`src/rtl/election_pkg.sv`:
```
// Shared definitions for the election house controller: FSM states,
// owner encoding (matches the house drawer's player colours) and defaults.
package election_pkg;

  localparam int unsigned CAPTURE_FRAMES_DEF  = 60;
  localparam int unsigned COOLDOWN_FRAMES_DEF = 180;
  localparam int unsigned MAX_SCORE_DEF       = 15;

  localparam logic [1:0] OWNER_NONE = 2'b00;
  localparam logic [1:0] OWNER_P1   = 2'b01;
  localparam logic [1:0] OWNER_P2   = 2'b10;

  typedef enum logic [2:0] {
    ST_IDLE,
    ST_CAPTURING,
    ST_AWARD,
    ST_COOLDOWN,
    ST_LOCKED
  } state_e;

  // Bits needed to hold max(a, b) - 1, never less than one.
  function automatic int unsigned progress_width(input int unsigned a, input int unsigned b);
    int unsigned m;
    m = (a > b) ? a : b;
    return (m <= 1) ? 1 : $clog2(m);
  endfunction

endpackage

```
`src/rtl/election_frame_timer.sv`:
```
// Frame-based progress counter shared by the capture and cooldown phases;
// flags when the count sits on the caller-selected terminal value.
module election_frame_timer #(
  parameter int unsigned WIDTH = 9
) (
  input  logic             clk,
  input  logic             reset,
  input  logic             clear,
  input  logic             count,
  input  logic [WIDTH-1:0] term,
  output logic [WIDTH-1:0] progress,
  output logic             at_term
);

  logic [WIDTH-1:0] progress_q;
  logic [WIDTH-1:0] progress_d;

  always_comb begin
    progress_d = progress_q;
    if (clear) begin
      progress_d = '0;
    end else if (count) begin
      progress_d = progress_q + WIDTH'(1);
    end
  end

  always_ff @(posedge clk) begin
    if (reset) begin
      progress_q <= '0;
    end else begin
      progress_q <= progress_d;
    end
  end

  assign progress = progress_q;
  assign at_term  = (progress_q == term);

endmodule

```
`src/rtl/election_house_ctrl.sv`:
```
// Level-vote house: a player holds the house for a number of frames to
// score a vote, after which the house cools down; first to the max wins.
module election_house_ctrl
  import election_pkg::*;
#(
  parameter int unsigned CAPTURE_FRAMES  = CAPTURE_FRAMES_DEF,
  parameter int unsigned COOLDOWN_FRAMES = COOLDOWN_FRAMES_DEF,
  parameter int unsigned MAX_SCORE       = MAX_SCORE_DEF
) (
  input  logic       clk,
  input  logic       reset,
  input  logic       startOfFrame,
  input  logic       enable,
  input  logic       p1Inside,
  input  logic       p2Inside,
  input  logic       p1Req,
  input  logic       p2Req,
  output logic       coolingDown,
  output logic       capturing,
  output logic [1:0] owner,
  output logic [8:0] progress,
  output logic       vote1,
  output logic       vote2,
  output logic [3:0] score1,
  output logic [3:0] score2,
  output logic [1:0] winner
);

  if (CAPTURE_FRAMES == 0 || CAPTURE_FRAMES > 511) begin : g_bad_capture
    $error("CAPTURE_FRAMES must be within 1..511");
  end
  if (COOLDOWN_FRAMES == 0 || COOLDOWN_FRAMES > 511) begin : g_bad_cooldown
    $error("COOLDOWN_FRAMES must be within 1..511");
  end
  if (MAX_SCORE == 0 || MAX_SCORE > 15) begin : g_bad_score
    $error("MAX_SCORE must be within 1..15");
  end

  localparam int unsigned PW = progress_width(CAPTURE_FRAMES, COOLDOWN_FRAMES);
  localparam logic [PW-1:0] CAP_TERM  = PW'(CAPTURE_FRAMES - 1);
  localparam logic [PW-1:0] COOL_TERM = PW'(COOLDOWN_FRAMES - 1);
  localparam logic [3:0]    MAX_S     = 4'(MAX_SCORE);

  state_e     state_q, state_d;
  logic [1:0] owner_q, owner_d;
  logic [1:0] winner_q, winner_d;
  logic [3:0] score1_q, score1_d;
  logic [3:0] score2_q, score2_d;
  logic       ptr_q, ptr_d;
  logic       vote1_q, vote1_d;
  logic       vote2_q, vote2_d;
  logic       capturing_q, capturing_d;
  logic       cooling_q, cooling_d;

  logic          tmr_clear, tmr_count, tmr_at_term;
  logic [PW-1:0] tmr_term, tmr_progress;

  logic elig1, elig2, own_hold, other_in;

  election_frame_timer #(
    .WIDTH (PW)
  ) u_timer (
    .clk      (clk),
    .reset    (reset),
    .clear    (tmr_clear),
    .count    (tmr_count),
    .term     (tmr_term),
    .progress (tmr_progress),
    .at_term  (tmr_at_term)
  );

  always_comb begin
    elig1    = p1Req && p1Inside && enable;
    elig2    = p2Req && p2Inside && enable;
    own_hold = (owner_q == OWNER_P1) ? (p1Inside && p1Req) : (p2Inside && p2Req);
    other_in = (owner_q == OWNER_P1) ? p2Inside : p1Inside;

    state_d   = state_q;
    owner_d   = owner_q;
    winner_d  = winner_q;
    score1_d  = score1_q;
    score2_d  = score2_q;
    ptr_d     = ptr_q;
    vote1_d   = 1'b0;
    vote2_d   = 1'b0;
    tmr_clear = 1'b0;
    tmr_count = 1'b0;
    tmr_term  = CAP_TERM;

    case (state_q)
      ST_IDLE: begin
        tmr_clear = 1'b1;
        // ptr_q low favours player 1 when both are eligible together.
        if (elig1 && !(elig2 && ptr_q)) begin
          state_d = ST_CAPTURING;
          owner_d = OWNER_P1;
        end else if (elig2) begin
          state_d = ST_CAPTURING;
          owner_d = OWNER_P2;
        end
      end
      ST_CAPTURING: begin
        if (!(own_hold && enable)) begin
          state_d   = ST_IDLE;
          owner_d   = OWNER_NONE;
          tmr_clear = 1'b1;
        end else if (startOfFrame && !other_in) begin
          if (tmr_at_term) begin
            // Vote, score and winner are registered on entry to AWARD so
            // they are all visible during the single AWARD cycle.
            state_d   = ST_AWARD;
            tmr_clear = 1'b1;
            ptr_d     = ~ptr_q;
            if (owner_q == OWNER_P1) begin
              vote1_d  = 1'b1;
              score1_d = (score1_q == MAX_S) ? score1_q : score1_q + 4'd1;
              if (score1_d == MAX_S && winner_q == OWNER_NONE) winner_d = OWNER_P1;
            end else begin
              vote2_d  = 1'b1;
              score2_d = (score2_q == MAX_S) ? score2_q : score2_q + 4'd1;
              if (score2_d == MAX_S && winner_q == OWNER_NONE) winner_d = OWNER_P2;
            end
          end else begin
            tmr_count = 1'b1;
          end
        end
      end
      ST_AWARD: begin
        tmr_clear = 1'b1;
        state_d   = (winner_q != OWNER_NONE) ? ST_LOCKED : ST_COOLDOWN;
      end
      ST_COOLDOWN: begin
        tmr_term = COOL_TERM;
        if (enable && startOfFrame) begin
          if (tmr_at_term) begin
            state_d   = ST_IDLE;
            owner_d   = OWNER_NONE;
            tmr_clear = 1'b1;
          end else begin
            tmr_count = 1'b1;
          end
        end
      end
      ST_LOCKED: begin
        tmr_clear = 1'b1;
        owner_d   = winner_q;
      end
      default: begin
        state_d   = ST_IDLE;
        owner_d   = OWNER_NONE;
        tmr_clear = 1'b1;
      end
    endcase

    capturing_d = (state_d == ST_CAPTURING);
    cooling_d   = (state_d == ST_COOLDOWN) || (state_d == ST_LOCKED);
  end

  always_ff @(posedge clk) begin
    if (reset) begin
      state_q     <= ST_IDLE;
      owner_q     <= OWNER_NONE;
      winner_q    <= OWNER_NONE;
      score1_q    <= '0;
      score2_q    <= '0;
      ptr_q       <= 1'b0;
      vote1_q     <= 1'b0;
      vote2_q     <= 1'b0;
      capturing_q <= 1'b0;
      cooling_q   <= 1'b0;
    end else begin
      state_q     <= state_d;
      owner_q     <= owner_d;
      winner_q    <= winner_d;
      score1_q    <= score1_d;
      score2_q    <= score2_d;
      ptr_q       <= ptr_d;
      vote1_q     <= vote1_d;
      vote2_q     <= vote2_d;
      capturing_q <= capturing_d;
      cooling_q   <= cooling_d;
    end
  end

  always_comb begin
    progress           = '0;
    progress[PW-1:0]   = tmr_progress;
  end

  assign coolingDown = cooling_q;
  assign capturing   = capturing_q;
  assign owner       = owner_q;
  assign vote1       = vote1_q;
  assign vote2       = vote2_q;
  assign score1      = score1_q;
  assign score2      = score2_q;
  assign winner      = winner_q;

endmodule

```
`config.mk`:
```
export PLATFORM = sky130hd
export DESIGN_NAME = election_house_ctrl
export DESIGN_NICKNAME = d
export VERILOG_FILES = /design/src/rtl/election_pkg.sv /design/src/rtl/election_frame_timer.sv /design/src/rtl/election_house_ctrl.sv
export SDC_FILE = /design/constraint.sdc
export NUM_CORES = 1
export LEC_CHECK = 0
export BUFFER_PORTS_ARGS = -buffer_cell sky130_fd_sc_hd__clkbuf_2
export CORE_MARGIN = 2
export CORE_UTILIZATION = 40
export CTS_BUF_LIST = sky130_fd_sc_hd__clkbuf_8 sky130_fd_sc_hd__clkbuf_16
export DETAILED_ROUTE_END_ITERATION = 10
export GPL_TIMING_DRIVEN = 1
export HOLD_SLACK_MARGIN = 0.06
export PLACE_DENSITY = 0.68
export REMOVE_ABC_BUFFERS = 1
export SYNTH_ARGS = -nofsm -noshare
export SYNTH_HDL_FRONTEND = slang
export SYNTH_SLANG_ARGS = --single-unit
```
`constraint.sdc`:
```
create_clock -name clk -period 5.19 [get_ports clk]
set_input_delay 0.519 -clock clk [delete_from_list [all_inputs] [get_ports clk]]
set_output_delay 0.519 -clock clk [all_outputs]
set_load 0.01 [all_outputs]
```
Word level (Yosys, flattened, before mapping):

Cells that the tools add are included.

* register bits after elaboration: 28
* input bits: 8
* output and inout port bits: 25
* logic and storage cells: 99

* add/subtract/negate cells: 3
* equality and inequality tests: 18
* mux-type cells: 35
* bitwise logic cells: 7
* reductions and logical operators: 25

Operator list (number)
* two-way mux 3 bit: 8
* == test 4 bit, second input constant: 4
* two-way mux 2 bit: 8
* case mux 3 bit (5 select lines): 1
* AND reduction 5 bit: 3
* two-way mux 1 bit: 12
* logical AND 1 bit: 11
* case mux 2 bit (5 select lines): 1
* == test 3 x 2 -> 1 bit, second input constant: 3
* adder 4 x 1 -> 4 bit, second input constant: 2
* adder 8 x 1 -> 8 bit, second input constant: 1
* == test 8 bit: 1
* two-way mux 4 bit: 2
* two-way mux 8 bit: 1
* inverter 1 bit: 7
* == test 3 x 1 -> 1 bit, second input constant: 2
* == test 3 bit, second input constant: 2
* inequality test 2 bit, second input constant: 3
* AND reduction 6 bit: 1
* OR reduction 5 bit: 1
* case mux 1 bit (2 select lines): 2
* AND reduction 4 bit: 1
* nonzero test 2 bit: 2
* zero test 3 bit: 1
* other kinds (7): 8

Longest topological paths before layout:

Gate-level depths: netlist of the first run.

* depth after elaboration: 9
* depth in mapped cells: 7
* depth with buffers taken out: 6

Cells and area by module:

A second synthesis of the first run with hierarchy kept.

* cell total of the unflattened synthesis: 194
* area total of the unflattened synthesis: 1616.6 um2

Modules (own cells, without submodules)
* election_house_ctrl: instances 1, cells each 144, area an instance 1183.6 um2
* election_frame_timer: instances 1, cells each 50, area an instance 432.9 um2

Worst setup path after synthesis of the first run:

Ideal clock, no wire load.

* path type: input-to-reg
* from: input port p2Inside
* to: register score1_q[3] (netlist: score1[3])
* library setup time: 0.091 ns
* arrival time: 1.753 ns
* slack: 3.346 ns
* stages: 5
* path buffers: 0
* cells stage by stage: and3b_1 > a211o_1 > nor4_4 > a41oi_1 > a311oi_1

* cells in the longest elaborated chain, start to end: 4

Ends and longest elaborated chain
* start, declared: RTL line election_house_ctrl.sv:15 `input logic p2Inside,`
* logical AND 1 bit / two-way mux 1 bit (equally long branches): RTL line election_house_ctrl.sv:75, election_house_ctrl.sv:76
* two-way mux 1 bit / zero test 1 bit (equally long branches): RTL line election_house_ctrl.sv:75, election_house_ctrl.sv:107
* logical AND 1 bit, on equally long branches: RTL line election_house_ctrl.sv:103, election_house_ctrl.sv:107
* AND reduction 5 bit (no source line) *
* end signal, assigned: RTL line election_house_ctrl.sv:175 `score1_q <= score1_d;`
* end, declared: RTL line election_house_ctrl.sv:47 `logic [3:0] score1_q, score1_d;`

Every way passes the cells marked *; elsewhere a longest branch is shown, timed or not.
A chain may end at the register's enable or synchronous reset.

Worst setup path in the final report of the first run:

* from: register state_q[0]
* to: register u_timer.progress_q[5] (netlist: u_timer.progress[5])

* cells in the longest elaborated chain, start to end: 8

Ends and longest elaborated chain
* start, declared: RTL line election_house_ctrl.sv:44 `state_e state_q, state_d;`
* start signal, assigned: RTL line election_house_ctrl.sv:172 `state_q <= state_d;`
* == test 3 x 2 -> 1 bit: RTL line election_house_ctrl.sv:90 `case (state_q)`
* two-way mux 8 bit: RTL line election_house_ctrl.sv:90
* == test 8 bit: RTL line election_frame_timer.sv:36 `assign at_term = (progress_q == term);`
* two-way mux 1 bit: RTL line election_house_ctrl.sv:108, election_house_ctrl.sv:135
* two-way mux 1 bit: RTL line election_house_ctrl.sv:107 `end else if (startOfFrame && !other_in) begin`
* two-way mux 1 bit: RTL line election_house_ctrl.sv:103 `if (!(own_hold && enable)) begin`
* case mux 1 bit (2 select lines): RTL line election_house_ctrl.sv:90
* OR reduction 2 bit (no source line)
* end signal, assigned: RTL line election_frame_timer.sv:31 `progress_q <= progress_d;`
* end, declared: RTL line election_frame_timer.sv:15 `logic [WIDTH-1:0] progress_q;`

Parallel ways exist; a longest one is shown, timed or not.

==> results.ini, run 1 <==
[run_status]
status=complete, no violations

[sta]
slew-limit-headroom=0.326
worst_pin_slew_ps=1010
max_freq_ghz=0.461
fin_skew_ps=5.75
fin_crit_sh=0.418
hold_viol=0
slew_violations=0
setup_viol=0
rsz0062_at_grt=false
period_minus_slack_ps=2170
tns_ps=0

[cells_and_area]
n_fill_cell=393
drive_gt1_frac=0.220
final_common_cell=clkbuf_2
nets=230
n_antenna_cell=0
synthToLayoutAreaGrowth_pct=15.0
final_cell_mix=31 x clkbuf_2, 28 x dfxtp_1, 14 x nor2_1
fin_area_sq_um=1850

[die]
die_w_microns=67.5
fp.dieH_microns=67.5
rows=23
start_util=0.409
fp.coreArea_sq_um=3940
ios=33
die_area_sq_um=4550

[placement]
numPortBuffers=31
hpwl_microns=2660
gp_congestion=0.825
place_area_sq_um=1800

[power]
switching_share=0.223
pwr-share-comb=0.068
p_sw_w=0.0000850
p_per_area_nw_per_um2=205
ir_drop_v=0.000137
p_seq_frac=0.577
power_frac_clock=0.356
intPower_w=0.000296
p_leak_nw=0.658

[critical_path]
crit_required_ps=5400
end_kind=flop
crit_fanout=16
crit_chain=nand3b_1 > a211oi_1 > a31oi_1 > or4_1 > a21oi_1
crit_path_start_kind=flop
cp_slowest_cell=or4_1
timing_worst_setup_path_type=flop to flop
cpPeakStageDelay_ps=590
arrival_ps=2380

[clock_network]
clockRootBuffer=clkbuf_8
numCtsBuffers=3
cts_setup_buffers=0
post_cts_resized=0
clockBufferDepth=2
cts_sinks=28
cts_htree_levels=1
postCtsHoldBufs=0
cts.clk_slew.worst_paths_ps=90
clk-insertion-delay-late_ps=280
tritoncts=built

[route]
via_per_inst=5.62
num_vias=1506
drt_iter0_drc=75
drt_wl_total_microns=3610
drc=0
wl_per_cell_microns=13.5
first_pass_iters=4
drtAntennaViolNets=0

[grt]
grt.total_usage=0.164
grt_pass1_wl_microns=5780
grt_pass1_vias=1278
grt_max_degree=27
antenna_found_initial=0
globalRouteOverflowTotal=0

[synth]
synth_compound_area_frac=0.215
synthAdderAreaFrac=0.0233
ys_types=54
async_flop_share=0
synth_cells=189
synth_xor_area_frac=0.0163
synth_top_family_by_area=simple AND/OR/NAND/NOR gates
seq_area_frac_synth=0.348
yosys_warnings=0
synthFlopType=dfxtp_1
synth_mux_area_frac=0.0334
postSynthAreaPerCell_sq_um=8.53
synth_area_sq_um=1610
ys_seq_elements=28
synth-edff-count=0
synth-simple-area-share=0.328

[flow_run]
maxCapViolations=0

[min_path]
hp-class=flop to flop

[routing by layer]
| layer | vias up | GRT usage | part of all wire |
|---|---|---|---|
| li1 | 770 | - | - |
| met1 | 699 | 0.204 | 0.46 |
| met2 | 33 | 0.287 | 0.49 |
| met3 | 4 | 0.0400 | 0.047 |
| met4 | 0 | 0.0306 | 0.0075 |
| met5 | - | 0 | 0 |
[through the flow]
step | util | total power (W) | setup WS [ps] | hold slack [ps] | cells
finish | 0.470 | 0.000381 | 3020 | 497 | 268
global route | 0.470 | 0.000396 | 2800 | 535 | 268
CTS | 0.470 | 0.000387 | 3020 | 504 | 268
detailed placement | 0.456 | 0.000250 | 2840 | 490 | 264
global placement | 0.456 | 0.000250 | 2900 | 482 | 264
floorplan | - | 0.000239 | 3250 | 462 | 183
[cell usage after synthesis, types with 4 or more instances]
master | number | share of area
nand2b_1 | 5 | 0.019
inv_1 | 6 | 0.014
nand4_1 | 4 | 0.016
a211oi_1 | 6 | 0.028
o21ai_0 | 12 | 0.037
or3_1 | 5 | 0.019
nor3_1 | 4 | 0.012
nand2_1 | 12 | 0.028
dfxtp_1 | 28 | 0.35
a21oi_1 | 13 | 0.040
nor2b_1 | 5 | 0.019
nand3_1 | 9 | 0.028
nor2_1 | 14 | 0.033
[cell families (layout without fill, tap and decap cells)]
group,after synthesis,after routing
flip-flops,28,28
multiplexers,4,4
XOR/XNOR,3,3
adder cells (fa/ha/maj),3,3
AO/OA/AOI/OAI,53,53
AND/OR/NAND/NOR,85,85
buffers and inverters,12,41
other,1,1
[area by class of cell]
cell class | instances | area (sq um) | area share
inverters | 6 | 22.5 | 0.0122
well taps | 50 | 62.6 | 0.0338
repair buffers | 31 | 155 | 0.0837
clock buffers | 4 | 55.1 | 0.0297
flip-flops and latches | 28 | 561 | 0.302
multi-input cells | 149 | 997 | 0.538
[power groups by stage]
| stage | Sequential, W | Combinational (W) | Clock (W) |
|---|---|---|---|
| floorplan | 0.000225 | 0.0000140 | 0 |
| global placement | 0.000225 | 0.0000257 | 0 |
| detailed placement | 0.000224 | 0.0000256 | 0 |
| CTS | 0.000220 | 0.0000257 | 0.000141 |
| global route | 0.000220 | 0.0000287 | 0.000147 |
| finish | 0.000219 | 0.0000257 | 0.000135 |
[state kept, by name (all words and copies together), names as in the netlist]
register / flops
owner: 2
ptr_q: 1
score2: 4
u_timer.progress: 8
winner: 2
state_q: 3
capturing: 1
vote2: 1
vote1: 1
score1: 4
coolingDown: 1
[path summary, 6_finish.rpt]
kind / cells after the start / to / start / slack, ps
worst max-delay path: 5 / u_timer.progress[5]$_SDFFE_PP0P_ / state_q[0]$_SDFF_PP0_ / 3020
worst min-delay path: 2 / u_timer.progress[5]$_SDFFE_PP0P_ / u_timer.progress[5]$_SDFFE_PP0P_ / 500
worst min register to register: 2 / u_timer.progress[5]$_SDFFE_PP0P_ / u_timer.progress[5]$_SDFFE_PP0P_ / 500
worst max register to register: 5 / u_timer.progress[5]$_SDFFE_PP0P_ / state_q[0]$_SDFF_PP0_ / 3020
[critical path, delay by kind of cell (launching register included)]
kind | cells | cell delay (ps)
and+or+nand+nor | 2 | 730
DFF | 1 | 530
AOI/OAI and AO/OA | 3 | 860
Power figures use the tool's default switching activity.
==> run 2, diff against run 1 <==
PLACE_DENSITY = 0.71   (was 0.68)
clock period = 1.78 ns   (was 5.19 ns; I/O delays follow)
==> run 2 against run 1 <==
- the flow now finishes with violations (negative setup slack)
- non-clock buffer count is 33 higher
- via count increased by 12%
- clock power rose to 3.8 times the previous value
- clock-buffer cell count fell by 1
- total power rose to 3.3 times the previous value
==> results.ini, run 2 (same netlist as run 1, synthesis figures left out) <==
[run_status]
status=complete, but fails checks  ; was complete, no violations
violations=negative setup slack

[sta]
hold_viol=0  ; unchanged
fin_skew_ps=4.61  ; was 5.75 ps
fin_crit_sh=1.00  ; was 0.418
rsz0062_at_grt=true  ; was false
setup_viol=1  ; was 0
max_freq_ghz=0.559  ; was 0.461 GHz
fin_ws_ps=-7.66  ; was 3020 ps
period_minus_slack_ps=1790  ; was 2170 ps
slew_violations=0  ; unchanged

[placement]
hpwl_microns=3050  ; was 2660 microns
gp_congestion=0.946  ; was 0.825
numPortBuffers=31  ; unchanged

[cells_and_area]
drive_gt1_frac=0.386  ; was 0.220
n_antenna_cell=0  ; unchanged
synthToLayoutAreaGrowth_pct=37.0  ; was 15.0%
largest_reg_flops=8  ; unchanged
final_core_util=0.560  ; was 0.470
final_cell_mix=33 x buf_4, 31 x clkbuf_2, 24 x dfxtp_1  ; was 31 x clkbuf_2, 28 x dfxtp_1, 14 x nor2_1
nets=263  ; was 230
final_common_cell=buf_4  ; was clkbuf_2

[clock_network]
cts.clk_slew.worst_paths_ps=100  ; was 90 ps
clockRootBuffer=clkbuf_8  ; unchanged
tritoncts=built  ; unchanged
cts_sinks=28  ; unchanged
clk-insertion-delay-late_ps=280  ; about the same
numCtsBuffers=3  ; unchanged
clockBufferDepth=2  ; unchanged
cts_htree_levels=1  ; unchanged

[die]
fp.coreArea_sq_um=3940  ; unchanged
die_w_microns=67.5  ; unchanged
die_area_sq_um=4550  ; unchanged
fp.dieH_microns=67.5  ; unchanged
start_util=0.409  ; unchanged
ios=33  ; unchanged
rows=23  ; unchanged

[grt]
grt_pass1_wl_microns=6360  ; was 5780 microns
grt.total_usage=0.180  ; was 0.164
grt_max_degree=26  ; was 27
antenna_found_initial=0  ; unchanged
globalRouteOverflowTotal=0  ; unchanged
grt_pass1_vias=1419  ; was 1278

[route]
first_pass_iters=4  ; unchanged
drtAntennaViolNets=0  ; unchanged
drt_wl_total_microns=4150  ; was 3610 microns
drt_iter0_drc=123  ; was 75
via_per_inst=5.62  ; about the same
num_vias=1693  ; was 1506
wl_per_cell_microns=13.8  ; was 13.5 microns
drc=0  ; unchanged

[critical_path]
arrival_ps=2000  ; was 2380 ps
crit_fanout=9  ; was 16
timing_worst_setup_path_type=flop to flop  ; unchanged
crit_path_start_kind=flop  ; unchanged
crit_required_ps=2000  ; was 5400 ps
end_kind=flop  ; unchanged

[flow_run]
maxCapViolations=0  ; unchanged

[power]
power_w=0.00125  ; was 0.000381 W
p_leak_nw=0.899  ; was 0.658 nW
ir_drop_v=0.000273  ; was 0.000137 V
p_per_area_nw_per_um2=565  ; was 205 nW/um^2

[min_path]
hp-class=primary input to flop  ; was flop to flop

run 2: cell count changes in the layout (fill, tap and decap cells not counted), sizes merged:
cell    previous run  this run
buf                0        33
clkbuf            35        34
bufinv             0         1
run 2: final timing paths:
| check | from | slack (ps) | depth (start not counted) | end |
|---|---|---|---|---|
| max | state_q[2]$_SDFF_PP0_ | -8 | 5 | u_timer.progress[5]$_SDFFE_PP0P_ |
| max reg2reg | state_q[2]$_SDFF_PP0_ | -8 | 5 | u_timer.progress[5]$_SDFFE_PP0P_ |
| min reg2reg | u_timer.progress[7]$_SDFFE_PP0P_ | 520 | 2 | u_timer.progress[7]$_SDFFE_PP0P_ |
| min | p1Req | 360 | 4 | vote1$_SDFF_PP0_ |
run 2: report_power, final:
part / internal [W] / switching [W] / leakage (nW)
combinational: 0.0000462 / 0.0000562 / 0.635
clock: 0.000301 / 0.000209 / 0.0357
sequential: 0.000630 / 0.00000576 / 0.228
run 2: routing by layer:
layer / up-vias / track usage / wire (microns)
met2: 37 / 0.315 / 2030
met1: 817 / 0.229 / 1940
met4: 0 / 0.0408 / 48
met3: 6 / 0.0317 / 136
met5: - / 0 / 0
li1: 833 / - / -
run 2: final cells by class:
cell class                 count  area [sq um]
clock buffer                   3          41.3
clock inverter                 1          30.0
fill                         354          1730
inverter                       6          22.5
multi-input combinational    149          1080
sequential                    28           571
tap                           50          62.6
timing repair buffer          64           403
run 2: through the flow:
| stage | cell area, sq um | setup WS (ps) | instances | hold WS (ps) | setup TNS [ps] |
|---|---|---|---|---|---|
| after CTS | 2110 | -1.56 | 298 | 265 | -1.56 |
| after floorplan | 1580 | -76.8 | 183 | 247 | -134 |
| after detailed placement | 2020 | -13.4 | 294 | 499 | -13.4 |
| after global routing | 2210 | -75.9 | 301 | 366 | -511 |
| final | 2210 | -7.66 | 301 | 362 | -7.66 |
| after global placement | 2020 | -1.34 | 294 | 489 | -1.34 |
run 2: timing repair:
| item | CTS | global route |
|---|---|---|
| setup endpoints to repair | 5 | 18 |
| hold endpoints to repair | 0 | 0 |
| gates resized for setup | 4 | 20 |
| pin swaps | 0 | 9 |
| buffers inserted | 0 | 3 |
| hold buffers | 0 | 0 |
run 2: worst max-delay path, cell delays in order (launching register included):
cell and delay (ps):
dfxtp_2 380, nand3b_4 170, mux2i_4 410, nor2_4 100, or4_1 520, a21oi_1 150
